==> config.mk <==
export PLATFORM = sky130hd
export DESIGN_NAME = spi_reg_bridge
export DESIGN_NICKNAME = d
export VERILOG_FILES = /design/src/rtl/spi_reg_bridge_pkg.sv /design/src/rtl/spi_reg_bridge.sv
export SDC_FILE = /design/constraint.sdc
export NUM_CORES = 1
export LEC_CHECK = 0
export CELL_PAD_IN_SITES_DETAIL_PLACEMENT = 0
export CELL_PAD_IN_SITES_GLOBAL_PLACEMENT = 1
export CORE_ASPECT_RATIO = 0.7
export CORE_MARGIN = 5
export CORE_UTILIZATION = 35
export CTS_BUF_LIST = sky130_fd_sc_hd__clkbuf_8
export DETAILED_ROUTE_END_ITERATION = 7
export HOLD_SLACK_MARGIN = 0.15
export PLACE_DENSITY_LB_ADDON = 0.1
export SYNTH_ARGS = -nofsm -noshare
export SYNTH_HDL_FRONTEND = slang
export SYNTH_SLANG_ARGS = --single-unit
==> constraint.sdc <==
create_clock -name clk -period 1.8 [get_ports clk]
set_input_delay 0.36 -clock clk [delete_from_list [all_inputs] [get_ports clk]]
set_output_delay 0.36 -clock clk [all_outputs]
set_load 0.03 [all_outputs]
==> src/rtl/spi_reg_bridge_pkg.sv <==
// Shared definitions for the SPI register bridge: command codes, FSM states,
// sticky status layout and small helpers used by the sequencer.
package spi_reg_bridge_pkg;

    localparam logic [7:0] CMD_NOP    = 8'h00;
    localparam logic [7:0] CMD_WRITE  = 8'h01;
    localparam logic [7:0] CMD_READ   = 8'h02;
    localparam logic [7:0] CMD_STATUS = 8'h03;

    // Byte pushed to the host when a read access times out
    localparam logic [7:0] READ_TIMEOUT_FILL = 8'hFF;

    // Bit positions of the sticky flags inside the STATUS byte
    localparam int STAT_ABORT   = 0;
    localparam int STAT_TIMEOUT = 1;
    localparam int STAT_BAD_CMD = 2;

    typedef enum logic [2:0] {
        ST_IDLE,
        ST_ADDR,
        ST_LEN,
        ST_WDATA,
        ST_WBUS,
        ST_RBUS,
        ST_RPUSH,
        ST_SPUSH
    } state_t;

    typedef struct packed {
        logic bad_cmd;
        logic timeout;
        logic abort;
    } status_t;

    // LEN byte of 0 encodes a full 256-access burst
    function automatic logic [8:0] burst_count(input logic [7:0] len);
        return (len == 8'd0) ? 9'd256 : {1'b0, len};
    endfunction

    // Pack the sticky flags into the byte returned by the STATUS command
    function automatic logic [7:0] status_byte(input status_t s);
        logic [7:0] b;
        b               = '0;
        b[STAT_ABORT]   = s.abort;
        b[STAT_TIMEOUT] = s.timeout;
        b[STAT_BAD_CMD] = s.bad_cmd;
        return b;
    endfunction

endpackage

==> src/rtl/spi_reg_bridge.sv <==
// Command sequencer between the SPI slave RX/TX byte FIFOs and the on-chip
// register bus. Parses CMD,ADDR,LEN[,DATA..] frames, runs auto-incrementing
// burst writes/reads and returns read data or the sticky status byte on TX.
module spi_reg_bridge #(
    parameter int ADDR_W      = 8,
    parameter int BUS_TIMEOUT = 15
) (
    input  logic              clk,
    input  logic              rst,
    input  logic [7:0]        rx_data,
    input  logic              rx_valid,
    output logic              rx_ready,
    output logic [7:0]        tx_data,
    output logic              tx_valid,
    input  logic              tx_ready,
    input  logic              frame_abort,
    output logic [ADDR_W-1:0] bus_addr,
    output logic [7:0]        bus_wdata,
    output logic              bus_we,
    output logic              bus_re,
    input  logic [7:0]        bus_rdata,
    input  logic              bus_ack,
    output logic              busy
);
    import spi_reg_bridge_pkg::*;

    localparam logic [7:0] TMO_LAST = 8'(BUS_TIMEOUT - 1);

    state_t     state;
    state_t     state_next;
    logic       is_read;
    logic [8:0] burst_cnt;
    logic [7:0] tmo_cnt;
    status_t    status;
    logic       abort_pending;

    logic       rx_open;
    logic       rx_fire;
    logic       tmo_expired;
    logic       bus_done;
    logic       abort_seen;
    logic       last_access;

    // An abort pulse closes the RX side in the same cycle so a byte that
    // arrives together with the abort is left in the FIFO.
    assign rx_open     = !rst && !frame_abort;
    assign rx_fire     = rx_valid && rx_ready;
    assign tmo_expired = (tmo_cnt == TMO_LAST);
    assign bus_done    = ((state == ST_WBUS) || (state == ST_RBUS)) && (bus_ack || tmo_expired);
    assign abort_seen  = abort_pending || frame_abort;
    assign last_access = (burst_cnt == 9'd1);
    assign busy        = (state != ST_IDLE);

    // State register
    always_ff @(posedge clk) begin
        if (rst) begin
            state <= ST_IDLE;
        end else begin
            state <= state_next;
        end
    end

    // Next-state decode and handshake/request outputs, all driven from the current state
    always_comb begin
        state_next = state;
        rx_ready   = 1'b0;
        tx_valid   = 1'b0;
        bus_we     = 1'b0;
        bus_re     = 1'b0;
        case (state)
            ST_IDLE: begin
                rx_ready = rx_open;
                if (rx_valid && rx_open) begin
                    if ((rx_data == CMD_WRITE) || (rx_data == CMD_READ)) begin
                        state_next = ST_ADDR;
                    end else if (rx_data == CMD_STATUS) begin
                        state_next = ST_SPUSH;
                    end
                end
            end
            ST_ADDR: begin
                rx_ready = rx_open;
                if (frame_abort) begin
                    state_next = ST_IDLE;
                end else if (rx_valid) begin
                    state_next = ST_LEN;
                end
            end
            ST_LEN: begin
                rx_ready = rx_open;
                if (frame_abort) begin
                    state_next = ST_IDLE;
                end else if (rx_valid) begin
                    state_next = is_read ? ST_RBUS : ST_WDATA;
                end
            end
            ST_WDATA: begin
                rx_ready = rx_open;
                if (frame_abort) begin
                    state_next = ST_IDLE;
                end else if (rx_valid) begin
                    state_next = ST_WBUS;
                end
            end
            ST_WBUS: begin
                bus_we = 1'b1;
                if (bus_done) begin
                    state_next = (abort_seen || last_access) ? ST_IDLE : ST_WDATA;
                end
            end
            ST_RBUS: begin
                bus_re = 1'b1;
                if (bus_done) begin
                    state_next = abort_seen ? ST_IDLE : ST_RPUSH;
                end
            end
            ST_RPUSH: begin
                tx_valid = 1'b1;
                if (tx_ready) begin
                    state_next = (abort_seen || (burst_cnt == 9'd0)) ? ST_IDLE : ST_RBUS;
                end
            end
            ST_SPUSH: begin
                tx_valid = 1'b1;
                if (tx_ready) begin
                    state_next = ST_IDLE;
                end
            end
            default: begin
                state_next = ST_IDLE;
            end
        endcase
    end

    // Frame fields, burst/timeout counters, TX byte and sticky status bookkeeping
    always_ff @(posedge clk) begin
        if (rst) begin
            is_read       <= 1'b0;
            bus_addr      <= '0;
            bus_wdata     <= '0;
            tx_data       <= '0;
            burst_cnt     <= '0;
            tmo_cnt       <= '0;
            status        <= '0;
            abort_pending <= 1'b0;
        end else begin
            case (state)
                ST_IDLE: begin
                    if (rx_fire) begin
                        case (rx_data)
                            CMD_NOP:    ;
                            CMD_WRITE:  is_read <= 1'b0;
                            CMD_READ:   is_read <= 1'b1;
                            CMD_STATUS: tx_data <= status_byte(status);
                            default:    status.bad_cmd <= 1'b1;
                        endcase
                    end
                end
                ST_ADDR: begin
                    if (frame_abort) begin
                        status.abort <= 1'b1;
                    end else if (rx_fire) begin
                        bus_addr <= ADDR_W'(rx_data);
                    end
                end
                ST_LEN: begin
                    if (frame_abort) begin
                        status.abort <= 1'b1;
                    end else if (rx_fire) begin
                        burst_cnt <= burst_count(rx_data);
                        tmo_cnt   <= '0;
                    end
                end
                ST_WDATA: begin
                    if (frame_abort) begin
                        status.abort <= 1'b1;
                    end else if (rx_fire) begin
                        bus_wdata <= rx_data;
                    end
                end
                ST_WBUS, ST_RBUS: begin
                    if (frame_abort) begin
                        abort_pending <= 1'b1;
                    end
                    if (bus_done) begin
                        bus_addr  <= bus_addr + ADDR_W'(1);
                        burst_cnt <= burst_cnt - 9'd1;
                        tmo_cnt   <= '0;
                        if (!bus_ack) begin
                            status.timeout <= 1'b1;
                        end
                        if ((state == ST_RBUS) && !abort_seen) begin
                            tx_data <= bus_ack ? bus_rdata : READ_TIMEOUT_FILL;
                        end
                    end else begin
                        tmo_cnt <= tmo_cnt + 8'd1;
                    end
                end
                ST_RPUSH: begin
                    if (frame_abort) begin
                        abort_pending <= 1'b1;
                    end
                end
                ST_SPUSH: begin
                    if (tx_ready) begin
                        status <= '0;
                    end
                end
                default: ;
            endcase
            if (state_next == ST_IDLE) begin
                abort_pending <= 1'b0;
            end
        end
    end

endmodule

# [Word-level counts from Yosys, hierarchy flattened]
# Cells that the tools add are included.
[totals] regBits=49 latch_bits=0 ramBits=0 mem_bits_ro=0 in_bits=22 out_inout_bits=29 word_cells=133 mem_count=0
[op_classes] addsub=3 multipliers=0 div=0 n_lt_le_gt_ge=0 eq_ne=24 shift=0 muxes=51 bitwise=1 n_reduce_logical=43
[op_table] cell="$mux W8" n=11
[op_table] cell="$mux W3" n=17
[op_table] cell="$pmux W8 S2" n=3
[op_table] cell="$mux W9" n=4
[op_table] cell="$pmux W3 S8" n=1
[op_table] cell="$ne A2 B2 Y1 const B" n=11
[op_table] cell="$pmux W9 S2" n=1
[op_table] cell="$add A8 B1 Y8 const B" n=2
[op_table] cell="$eq A8 B2 Y1 const B" n=2
[op_table] cell="$reduce_and A4 Y1" n=4
[op_table] cell="$reduce_bool A2 Y1" n=7
[op_table] cell="$eq A3 B3 Y1 const B" n=4
[op_table] cell="$reduce_and A3 Y1" n=4
[op_table] cell="$eq A9 B1 Y1 const B" n=1
[op_table] cell="$logic_not A9 Y1" n=1
[op_table] cell="$mux W1" n=9
[op_table] cell="$sub A9 B1 Y9 const B" n=1
[op_table] cell="$eq A8 B1 Y1 const B" n=1
[op_table] cell="$eq A8 B4 Y1 const B" n=1
[op_table] cell="$logic_not A8 Y1" n=1
[op_table] cell="$pmux W1 S2" n=4
[op_table] cell="$reduce_or A4 Y1" n=2
[op_table] cell="$eq A3 B2 Y1 const B" n=2
[op_table] cell="$logic_not A3 Y1" n=2
[op_table] cell="12 further kinds" n=26

# [Depth between registers and ports, before layout]
# Gate-level depths: netlist of run 1.
[logic_depth] word_depth=7 ltp_mapped=9 depth_no_buf=7

# [Least setup slack after synthesis of run 1]
# No wires, ideal clock.
[synth_timing] path_kind="input to register" startpoint="in rst" endpoint="reg burst_cnt[5]" setup_time_ps=86 arrival_time_ps=1906 t_required_ps=1714 setup_slack_ps=-192 path_stages=7 path_buffers=2 cell_sequence="clkbuf_1 nor3_2 a21o_1 and2_1 buf_4 o21ai_1 a221oi_2"
[synth_between] elab_chain_len=6
[synth_rtl] element="start: declaration" line="spi_reg_bridge.sv:9" source="input logic rst,"
[synth_rtl] element="$logic_not A1 Y1" line="spi_reg_bridge.sv:46" source="assign rx_open = !rst && !frame_abort;"
[synth_rtl] element="$logic_and A1 B1 Y1" line="spi_reg_bridge.sv:46"
[synth_rtl] element="$mux W1" line="spi_reg_bridge.sv:70" source="case (state)"
[synth_rtl] element="via rx_ready" line="spi_reg_bridge.sv:12" source="output logic rx_ready,"
[synth_rtl] element="$logic_and A1 B1 Y1" line="spi_reg_bridge.sv:47" source="assign rx_fire = rx_valid && rx_ready;"
[synth_rtl] element="$ne A2 B2 Y1 (no line)"
[synth_rtl] element="$reduce_and A4 Y1 (no line)"
[synth_rtl] element="end signal: assignment" line="spi_reg_bridge.sv:170" source="burst_cnt <= burst_count(rx_data);"
[synth_rtl] element="end signal: assignment" line="spi_reg_bridge.sv:187" source="burst_cnt <= burst_cnt - 9'd1;"
[synth_rtl] element="end: declaration" line="spi_reg_bridge.sv:32" source="logic [8:0] burst_cnt;"
# The timed path passes the listed nets, and every way through them passes these cells.
# A chain may end at the register's enable or synchronous reset.

# [Worst setup path after layout of run 1]
[layout_timing] startpoint="reg tmo_cnt[0]" endpoint="reg tx_data[4]"
[layout_between] elab_chain_len=5
[layout_rtl] element="start: declaration" line="spi_reg_bridge.sv:33" source="logic [7:0] tmo_cnt;"
[layout_rtl] element="start signal: assignment" line="spi_reg_bridge.sv:196" source="tmo_cnt <= tmo_cnt + 8'd1;"
[layout_rtl] element="$eq A8 B4 Y1" line="spi_reg_bridge.sv:48" source="assign tmo_expired = (tmo_cnt == TMO_LAST);"
[layout_rtl] element="$logic_or A1 B1 Y1" line="spi_reg_bridge.sv:49" source="assign bus_done = ((state == ST_WBUS) || (state == ST_RBUS)) && (bus_ack || tmo_expired);"
[layout_rtl] element="$logic_and A1 B1 Y1" line="spi_reg_bridge.sv:49"
[layout_rtl] element="$ne A2 B2 Y1 (no line)"
[layout_rtl] element="$reduce_and A5 Y1 (no line)"
[layout_rtl] element="end signal: assignment" line="spi_reg_bridge.sv:154" source="CMD_STATUS: tx_data <= status_byte(status);"
[layout_rtl] element="end signal: assignment" line="spi_reg_bridge.sv:193" source="tx_data <= bus_ack ? bus_rdata : READ_TIMEOUT_FILL;"
[layout_rtl] element="end: declaration" line="spi_reg_bridge.sv:13" source="output logic [7:0] tx_data,"
# No other way between the ends.

==> results.yml, run 1 <==
outcome:
  status: "finished with violations"
  violations: "setup timing"
clocking:
  cts.reportedPaths.clkPinSlew_ns: 0.10
  clock-sinks: 49
  cts_tree: "yes"
  cts_max_level: 2
  ctsRootBufferMaster: "clkbuf_8"
  numCtsBuffers: 5
  cts_max_path_buffers: 2
  holdBufCountCts: 0
  clk_latency_ns: 0.30
timing:
  setup_viol: 6
  tightestPinTransition_ns: 0.381
  fin_ws_ns: -0.0170
  hold_viol: 0
  slew_viol_final: 0
  skew_ns: 0.0131
  slew_headroom_pct: 74.6
  finalCriticalPeriod_ns: 1.82
  setup_tns_ns: -0.0518
  rsz0062_at_grt: "true"
  timing.final.crit_share_pct: 101
  max_freq_ghz: 0.550
die:
  die-area_sq_mm: 0.00962
  row_count: 26
  die_h_um: 83.6
  num_io_pins: 51
  die_w_um: 115
  core_area_sq_mm: 0.00742
  start_util_pct: 36.5
global_route:
  antenna_found_initial: 0
  grt_overflow: 0
  grt_pass1_vias: 2676
  grt_max_degree: 28
  grt_first_pass_wirelength_mm: 14.0
  grt_use_total_pct: 18.0
critical_path:
  cp-start-kind: "flip-flop"
  cp_num_buf_inv: 2
  critPathMaxStageDelay_ns: 0.34
  worstPathCellList: "inv_2 -> ha_4 -> nand4b_1 -> o211ai_4 -> nand4_4 -> buf_12 -> or2_1 -> a21oi_2"
  rr_endpoint: "tx_data[4]$_SDFFE_PP0P_"
  r2r_cells: 8
  end_kind: "flip-flop"
  arrival_ns: 2.05
  crit_family: "simple AND/OR/NAND/NOR gates"
  crit_fanout: 6
  critPathRequiredTime_ns: 2.03
  critPathKind: "reg2reg"
  timing.rr.start: "tmo_cnt[0]$_SDFFE_PP0P_"
  rrSetupSlack_ns: -0.02
  slowest_stage: "dfxtp_2"
synth:
  synth_cell_types: 58
  synth_fp_nets: 375
  yosysSeqAreaShare_pct: 36.3
  synth-main-ff-cell: "dfxtp_1"
  synthCells: 347
  yosys_warnings: 0
  async_reset_ff_share_pct: 0
  synth_edf_count: 0
  ys_seq_elements: 49
  syn_area_per_cell_sq_um: 7.80
  mappedNetlistArea_sq_mm: 0.00271
routing:
  drc: 0
  totalWireLength_mm: 8.84
  dr.pass1.iters: 4
  drt_iter0_drc: 162
  num_vias: 2848
  wl_per_cell_um: 15.9
  antenna_left: 0
  vias_per_cell: 5.13
power_and_ir_drop:
  pwr-share-comb_pct: 9.1
  p_switching_uw: 487
  peakVddDrop_mv: 0.294
  swShare_pct: 23.4
  p_per_area_mw_per_mm2: 502
  clockPowerShare_pct: 38.8
  power.internal_uw: 1590
  seqPwrFrac_pct: 52.1
  leakage_uw: 0.00168
worst_hold_path:
  whs_path_depth: 3
  hold_end: "state[0]$_SDFF_PP0_"
  min_from: "rst"
  min_path_type: "in2reg"
cells_and_area:
  stdcell_count: 555
  mostFrequentLayoutCells: "buf_4, dfxtp_1, nor2_1"
  fin_nets: 484
  final_common_cell: "buf_4"
  finish.utilization_pct: 55.8
  antenna_cells: 0
  drive_above_1_share_pct: 29.1
  num-fill-cells: 707
  syn2layout_area_growth_pct: 53.1
placed_design:
  hpwl_mm: 6.57
  port_buffers: 50
  place_ws_ns: -0.539
  place_inst: 542
  place.gp.congestion: 0.870
run:
  maxCapViolations: 0
==> registers in the layout, indices dropped and copies added, names as in the netlist <==
signal,count
tx_data,8
state,3
is_read,1
status,3
abort_pending,1
burst_cnt,9
tmo_cnt,8
bus_addr,8
bus_wdata,8
==> cells in the mapped netlist (all sizes together), types with 3 or more instances <==
master | n | area share, %
nand4 | 7 | 2.2
inv | 14 | 1.9
o21ai | 37 | 7.0
nor2 | 41 | 5.7
nor4 | 6 | 1.4
nor2b | 3 | 0.69
or2 | 8 | 1.9
buf | 7 | 1.7
xnor2 | 3 | 0.97
a21oi | 31 | 6.0
nand3 | 7 | 1.3
and4 | 3 | 0.97
nand2 | 28 | 3.9
dfxtp | 49 | 36
a311oi | 3 | 0.97
xor2 | 3 | 0.97
clkbuf | 16 | 2.2
ha | 6 | 2.8
nor3 | 19 | 3.7
and2 | 10 | 2.3
mux2i | 9 | 3.3
==> cells by family after synthesis <==
| logic type | synth area share (%) |
|---|---|
| DFF | 36.3 |
| buffers and inverters | 5.87 |
| AOI/OAI and AO/OA | 22.1 |
| and+or+nand+nor | 27.8 |
| xor gates and xnor gates | 1.94 |
| muxes | 3.33 |
| adders and majority gates | 2.78 |
==> what timing repair did <==
| action | CTS | global route |
|---|---|---|
| pin swaps | 20 | 18 |
| cloned | 1 | 0 |
| setup endpoints to repair | 32 | 35 |
| setup buffers | 1 | 5 |
| resized for setup | 26 | 47 |
==> metal layers <==
metal	vias up	part of all wire [%]	global-route usage, %
met5	-	0	0
met4	0	0.34	3.20
met3	4	7.9	4.28
met2	85	38	22.7
met1	1309	54	29.8
li1	1450	-	-
==> cell type report <==
class                      instances  area, sq um  area share (%)
clock buffer                       5         68.8            1.66
clock inverter                     3         46.3            1.12
inverter                          14         52.6            1.27
multi-input combinational        261         1720            41.6
sequential                        49          988            23.9
tap                               98          123            2.96
timing repair buffer             125         1140            27.6
==> metrics by stage <==
step                      area, sq um  power [uW]  hold WS (ns)
after floorplan                  2720        1170         0.450
after CTS                        4000        2110         0.455
after detailed placement         3770        1290         0.451
after global placement           3770        1290         0.458
final                            4140        2080         0.458
after global routing             4140        2170         0.475
==> worst max-delay path by stage <==
| stage | start | to | cells past startpoint |
|---|---|---|---|
| after global routing | tmo_cnt[0]$_SDFFE_PP0P_ | tx_data[4]$_SDFFE_PP0P_ | 8 |
| final | tmo_cnt[0]$_SDFFE_PP0P_ | tx_data[4]$_SDFFE_PP0P_ | 8 |
| after global placement | rx_data[7] | tx_data[6]$_SDFFE_PP0P_ | 8 |
| after detailed placement | rx_data[2] | tx_data[5]$_SDFFE_PP0P_ | 8 |
| after floorplan | rst | burst_cnt[5]$_SDFFE_PP0P_ | 7 |
| after CTS | tmo_cnt[0]$_SDFFE_PP0P_ | tx_data[4]$_SDFFE_PP0P_ | 8 |
==> worst register-to-register path: cells and delay by family, from the launching register on <==
kind	cells	cell delay, ns
AOI/OAI and AO/OA	2	0.42
adders and majority gates	1	0.12
and+or+nand+nor	3	0.60
DFF	1	0.34
buffers and inverters	2	0.25
==> power groups by stage <==
stage,sequential (uW),combinational [uW],clock (uW)
2_1_floorplan,1110,62.3,0
3_3_place_gp,1110,183,0
3_5_place_dp,1110,182,0
4_1_cts,1090,185,840
5_1_grt,1080,203,887
6_report,1080,190,806
(Power assumes the default switching activity.)
==> run 2, diff against run 1 <==
- SETUP_SLACK_MARGIN: default -> 0.02
==> run 2 against run 1 <==
Against the previous run: the flow still finishes with violations (setup timing); register-to-register slack got worse by 0.05 ns; total power fell by 3.6%; fmax fell by 2.8%; combinational power rose by 4%; die area did not move; worst hold slack improved by 0.0087 ns; critical endpoint is now tx_data[6]$_SDFFE_PP0P_; largest cell class unchanged.
==> results.yml, run 2 (synthesis gave the netlist of run 1 again) <==
outcome:
  status: "finished with violations"
  violations: "setup timing"
clocking:
  cts_max_level: 2
  ctsRootBufferMaster: "clkbuf_8"
  clk_latency_ns: 0.31
  numCtsBuffers: 5
  clock-sinks: 49
  cts_max_path_buffers: 2
  holdBufCountCts: 0
  cts.reportedPaths.clkPinSlew_ns: 0.10
  cts_tree: "yes"
critical_path:
  end_kind: "flip-flop"
  critPathRequiredTime_ns: 2.04
  cp-start-kind: "flip-flop"
  r2r_cells: 6
  crit_fanout: 6
  arrival_ns: 2.11
  critPathLaunch: "tmo_cnt[5]$_SDFFE_PP0P_"
  rr_endpoint: "tx_data[6]$_SDFFE_PP0P_"
  rrSetupSlack_ns: -0.07
  timing.rr.start: "tmo_cnt[5]$_SDFFE_PP0P_"
  critPathKind: "reg2reg"
placed_design:
  port_buffers: 50
  place_inst: 538
  hpwl_mm: 6.69
  placed_area_sq_mm: 0.00372
  place.gp.congestion: 0.812
global_route:
  antenna_found_initial: 0
  grt_overflow: 0
  grt_use_total_pct: 19.0
  grt_max_degree: 33
  grt_pass1_vias: 2774
  grt_first_pass_wirelength_mm: 14.6
routing:
  drc: 0
  dr.pass1.iters: 4
  wl_per_cell_um: 16.9
  antenna_left: 0
  vias_per_cell: 5.38
  num_vias: 2985
  totalWireLength_mm: 9.38
  drt_iter0_drc: 140
power_and_ir_drop:
  leakage_uw: 0.00169
  p_per_area_mw_per_mm2: 479
  peakVddDrop_mv: 0.348
cells_and_area:
  finish.utilization_pct: 56.5
  mostFrequentLayoutCells: "buf_4, dfxtp_1, nor2_1"
  design_area_sq_mm: 0.00419
  antenna_cells: 0
  final_common_cell: "buf_4"
  top_register: "burst_cnt"
  fin_nets: 484
  stdcell_count: 555
  syn2layout_area_growth_pct: 54.9
  drive_above_1_share_pct: 32.4
  largest_reg_flops: 9
run:
  maxCapViolations: 0
die:
  core_area_sq_mm: 0.00742
  die_w_um: 115
  row_count: 26
  die-area_sq_mm: 0.00962
  die_h_um: 83.6
  num_io_pins: 51
  start_util_pct: 36.5
worst_hold_path:
  hold_end: "bus_wdata[7]$_SDFFE_PP0P_"
  whs_path_depth: 4
  min_from: "rx_data[7]"
  min_path_type: "in2reg"
timing:
  fin_ws_ns: -0.0688
  finalCriticalPeriod_ns: 1.87
  rsz0062_at_grt: "true"
  timing.final.crit_share_pct: 104
  slew_viol_final: 0
  setup_viol: 8
  max_freq_ghz: 0.535
  whs_ns: 0.467
  slew_headroom_pct: 73.9
  setup_tns_ns: -0.377
  tightestPinTransition_ns: 0.392
  skew_ns: 0.00994
  hold_viol: 0
run 2: cell count changes in the layout (fill, tap and decap cells not counted), sizes merged:
cell           previous run  this run
clkinvlp                  1         0
bufinv                    1         0
buf                      80        81
bufbuf                    1         0
dlymetal6s2s              7         8
clkdlybuf4s50            31        30
clkbuf                    5         7
run 2: metrics by stage:
stage                     total power, uW  setup slack [ns]
after floorplan                      1170            0.0149
after global placement               1290            -0.546
after detailed placement             1290            -0.607
after CTS                            2010           -0.0394
after global routing                 2070            -0.114
final                                2010           -0.0688
run 2: per-layer routing:
layer / up-vias / global-route usage (%) / wire length [um]
met2: 108 / 24.2 / 3700
li1: 1452 / - / -
met3: 7 / 4.20 / 715
met1: 1418 / 31.5 / 4890
met4: 0 / 3.62 / 69
met5: - / 0 / 0
run 2: critical path, cell delays in order (launching register included):
cell and delay, ns:
dfxtp_2 0.33, or3_4 0.42, o211ai_4 0.30, nand4_4 0.23, buf_12 0.20, or2_1 0.21, a21oi_2 0.11
run 2: layout make-up:
type                       count  area, sq um
fill                         717         3230
multi-input combinational    261         1770
timing repair buffer         125         1150
sequential                    49          992
tap                           98          123
clock buffer                   7         96.3
inverter                      14         52.6
clock inverter                 1         5.00
run 2: power by group:
part / internal (uW) / total (uW) / switching [uW] / leakage, uW
Sequential: 1080 / 1080 / 0.854 / 0.000398
Clock: 348 / 726 / 378 / 0.0000542
Combinational: 95.5 / 197 / 102 / 0.00124
Total: 1520 / 2010 / 480 / 0.00169
run 2: what timing repair did:
item / CTS / global route
cloned: 1 / 0
pin swaps: 20 / 25
setup buffers: 8 / 3
endpoints found under the setup margin: 36 / 47
gates resized for setup: 34 / 73
run 2: worst max path at each step:
stage	to	slack, ns	depth (start not counted)
after floorplan	tx_data[6]$_SDFFE_PP0P_	0.01	7
after global placement	tx_data[1]$_SDFFE_PP0P_	-0.55	7
after detailed placement	tx_data[2]$_SDFFE_PP0P_	-0.61	7
after CTS	tx_data[6]$_SDFFE_PP0P_	-0.04	8
after global routing	tx_data[7]$_SDFFE_PP0P_	-0.11	6
final	tx_data[6]$_SDFFE_PP0P_	-0.07	6
==> run 3, diff against run 2 <==
- CORE_MARGIN: 5 -> 2
==> run 3 against run 2 <==
Against the previous run: the flow still finishes with violations (setup timing); routed wire length fell by 4.2%; sequential share of layout area rose by 0.054 points; non-clock buffer count did not move; core utilization barely moved; final area fell by 0.48%; setup slack improved by 0.063 ns; final cell count did not move.
==> results.yml, run 3 (synthesis gave the netlist of run 1 again) <==
outcome:
  status: "finished with violations"
  violations: "setup timing"
clocking:
  holdBufCountCts: 0
  clock-sinks: 49
  clk_latency_ns: 0.32
  cts_max_level: 2
  cts_tree: "yes"
  ctsRootBufferMaster: "clkbuf_8"
  cts.reportedPaths.clkPinSlew_ns: 0.10
  cts_max_path_buffers: 2
  numCtsBuffers: 5
power_and_ir_drop:
  p_per_area_mw_per_mm2: 539
  power.internal_uw: 1740
  swShare_pct: 22.7
  clockPowerShare_pct: 43.1
  seqPwrFrac_pct: 48.2
  p_switching_uw: 510
  leakage_uw: 0.00167
  pwr-share-comb_pct: 8.7
  power.total_uw: 2250
  peakVddDrop_mv: 0.296
timing:
  whs_ns: 0.454
  rsz0062_at_grt: "true"
  skew_ns: 0.0170
  hold_viol: 0
  slew_viol_final: 0
  setup_tns_ns: -0.0113
  fin_ws_ns: -0.00571
  max_freq_ghz: 0.554
  setup_viol: 3
  slew_headroom_pct: 72.6
  finalCriticalPeriod_ns: 1.81
  tightestPinTransition_ns: 0.412
  timing.final.crit_share_pct: 100
critical_path:
  cp-start-kind: "flip-flop"
  arrival_ns: 2.04
  critPathKind: "reg2reg"
  end_kind: "flip-flop"
  crit_fanout: 5
  critPathRequiredTime_ns: 2.04
routing:
  antenna_left: 0
  totalWireLength_mm: 8.98
  drc: 0
  wl_per_cell_um: 16.2
  num_vias: 2896
  drt_iter0_drc: 155
  vias_per_cell: 5.22
  dr.pass1.iters: 4
die:
  num_io_pins: 51
  core_area_sq_mm: 0.00738
  start_util_pct: 36.6
  row_count: 26
  die_h_um: 77.6
  die-area_sq_mm: 0.00846
  die_w_um: 109
cells_and_area:
  drive_above_1_share_pct: 30.0
  fin_nets: 484
  largest_reg_flops: 9
  top_register: "burst_cnt"
  final_common_cell: "buf_4"
  antenna_cells: 0
  num-fill-cells: 708
  syn2layout_area_growth_pct: 54.1
  mostFrequentLayoutCells: "buf_4, dfxtp_1, nor2_1"
placed_design:
  place.gp.congestion: 0.897
  port_buffers: 50
  hpwl_mm: 6.34
global_route:
  grt_pass1_vias: 2657
  antenna_found_initial: 0
  grt_overflow: 0
  grt_use_total_pct: 21.2
  grt_first_pass_wirelength_mm: 14.0
  grt_max_degree: 33
worst_hold_path:
  min_path_type: "in2reg"
run:
  maxCapViolations: 0
## run 3: metrics by stage
step	worst slack [ns]	cells	utilization, %	instance area [sq um]
6_report	-0.00571	555	56.5	4170
5_1_grt	-0.115	555	56.5	4170
4_1_cts	0.0104	547	53.3	3930
3_5_place_dp	-0.517	533	49.8	3680
3_3_place_gp	-0.519	533	49.8	3680
2_1_floorplan	0.0149	347	-	2730
## run 3: area by class of cell
| class | instances | area (sq um) | share of cell area, % |
|---|---|---|---|
| Timing Repair Buffer | 125 | 1140 | 27.3 |
| Tap cell | 98 | 123 | 2.94 |
| Sequential cell | 49 | 990 | 23.7 |
| Clock buffer | 5 | 68.8 | 1.65 |
| Clock inverter | 3 | 68.8 | 1.65 |
| Inverter | 14 | 52.6 | 1.26 |
| Multi-Input combinational cell | 261 | 1730 | 41.4 |
## run 3: layer usage
layer | routed length, um | up-vias | share of wire, % | global-route usage, %
li1 | - | 1454 | - | -
met1 | 4690 | 1332 | 52 | 35.4
met2 | 3470 | 104 | 39 | 27.8
met3 | 771 | 6 | 8.6 | 3.70
met4 | 48 | 0 | 0.53 | 3.21
met5 | 0 | - | 0 | 0
## run 3: critical path, cell delays in order, from the launching register on
cell	delay (ns)
dfxtp_2	0.34
or3_4	0.41
o211ai_4	0.27
nand4_4	0.21
buf_6	0.18
or2_1	0.20
a21oi_1	0.13
## run 3: timing repair
| action | 4_1_cts | 5_1_grt |
|---|---|---|
| cloned | 0 | 1 |
| setup endpoints to repair | 34 | 35 |
| gates resized for setup | 28 | 59 |
| setup buffers | 6 | 7 |
| pin swaps | 19 | 21 |
## run 3: worst paths after layout
check,startpoint,to,slack [ns],cells after the start
setup reg to reg,tmo_cnt[5]$_SDFFE_PP0P_,tx_data[7]$_SDFFE_PP0P_,-0.006,6
hold reg to reg,tx_data[2]$_SDFFE_PP0P_,tx_data[2]$_SDFFE_PP0P_,0.48,2
setup / recovery,tmo_cnt[5]$_SDFFE_PP0P_,tx_data[7]$_SDFFE_PP0P_,-0.006,6
hold / removal,rx_data[7],bus_wdata[7]$_SDFFE_PP0P_,0.45,4
## run 3: power by group through the flow
stage,sequential (uW),clock (uW),combinational [uW]
2_1_floorplan,1110,0,63.5
3_3_place_gp,1110,0,184
3_5_place_dp,1110,0,183
4_1_cts,1080,978,187
5_1_grt,1080,1020,208
6_report,1080,969,195
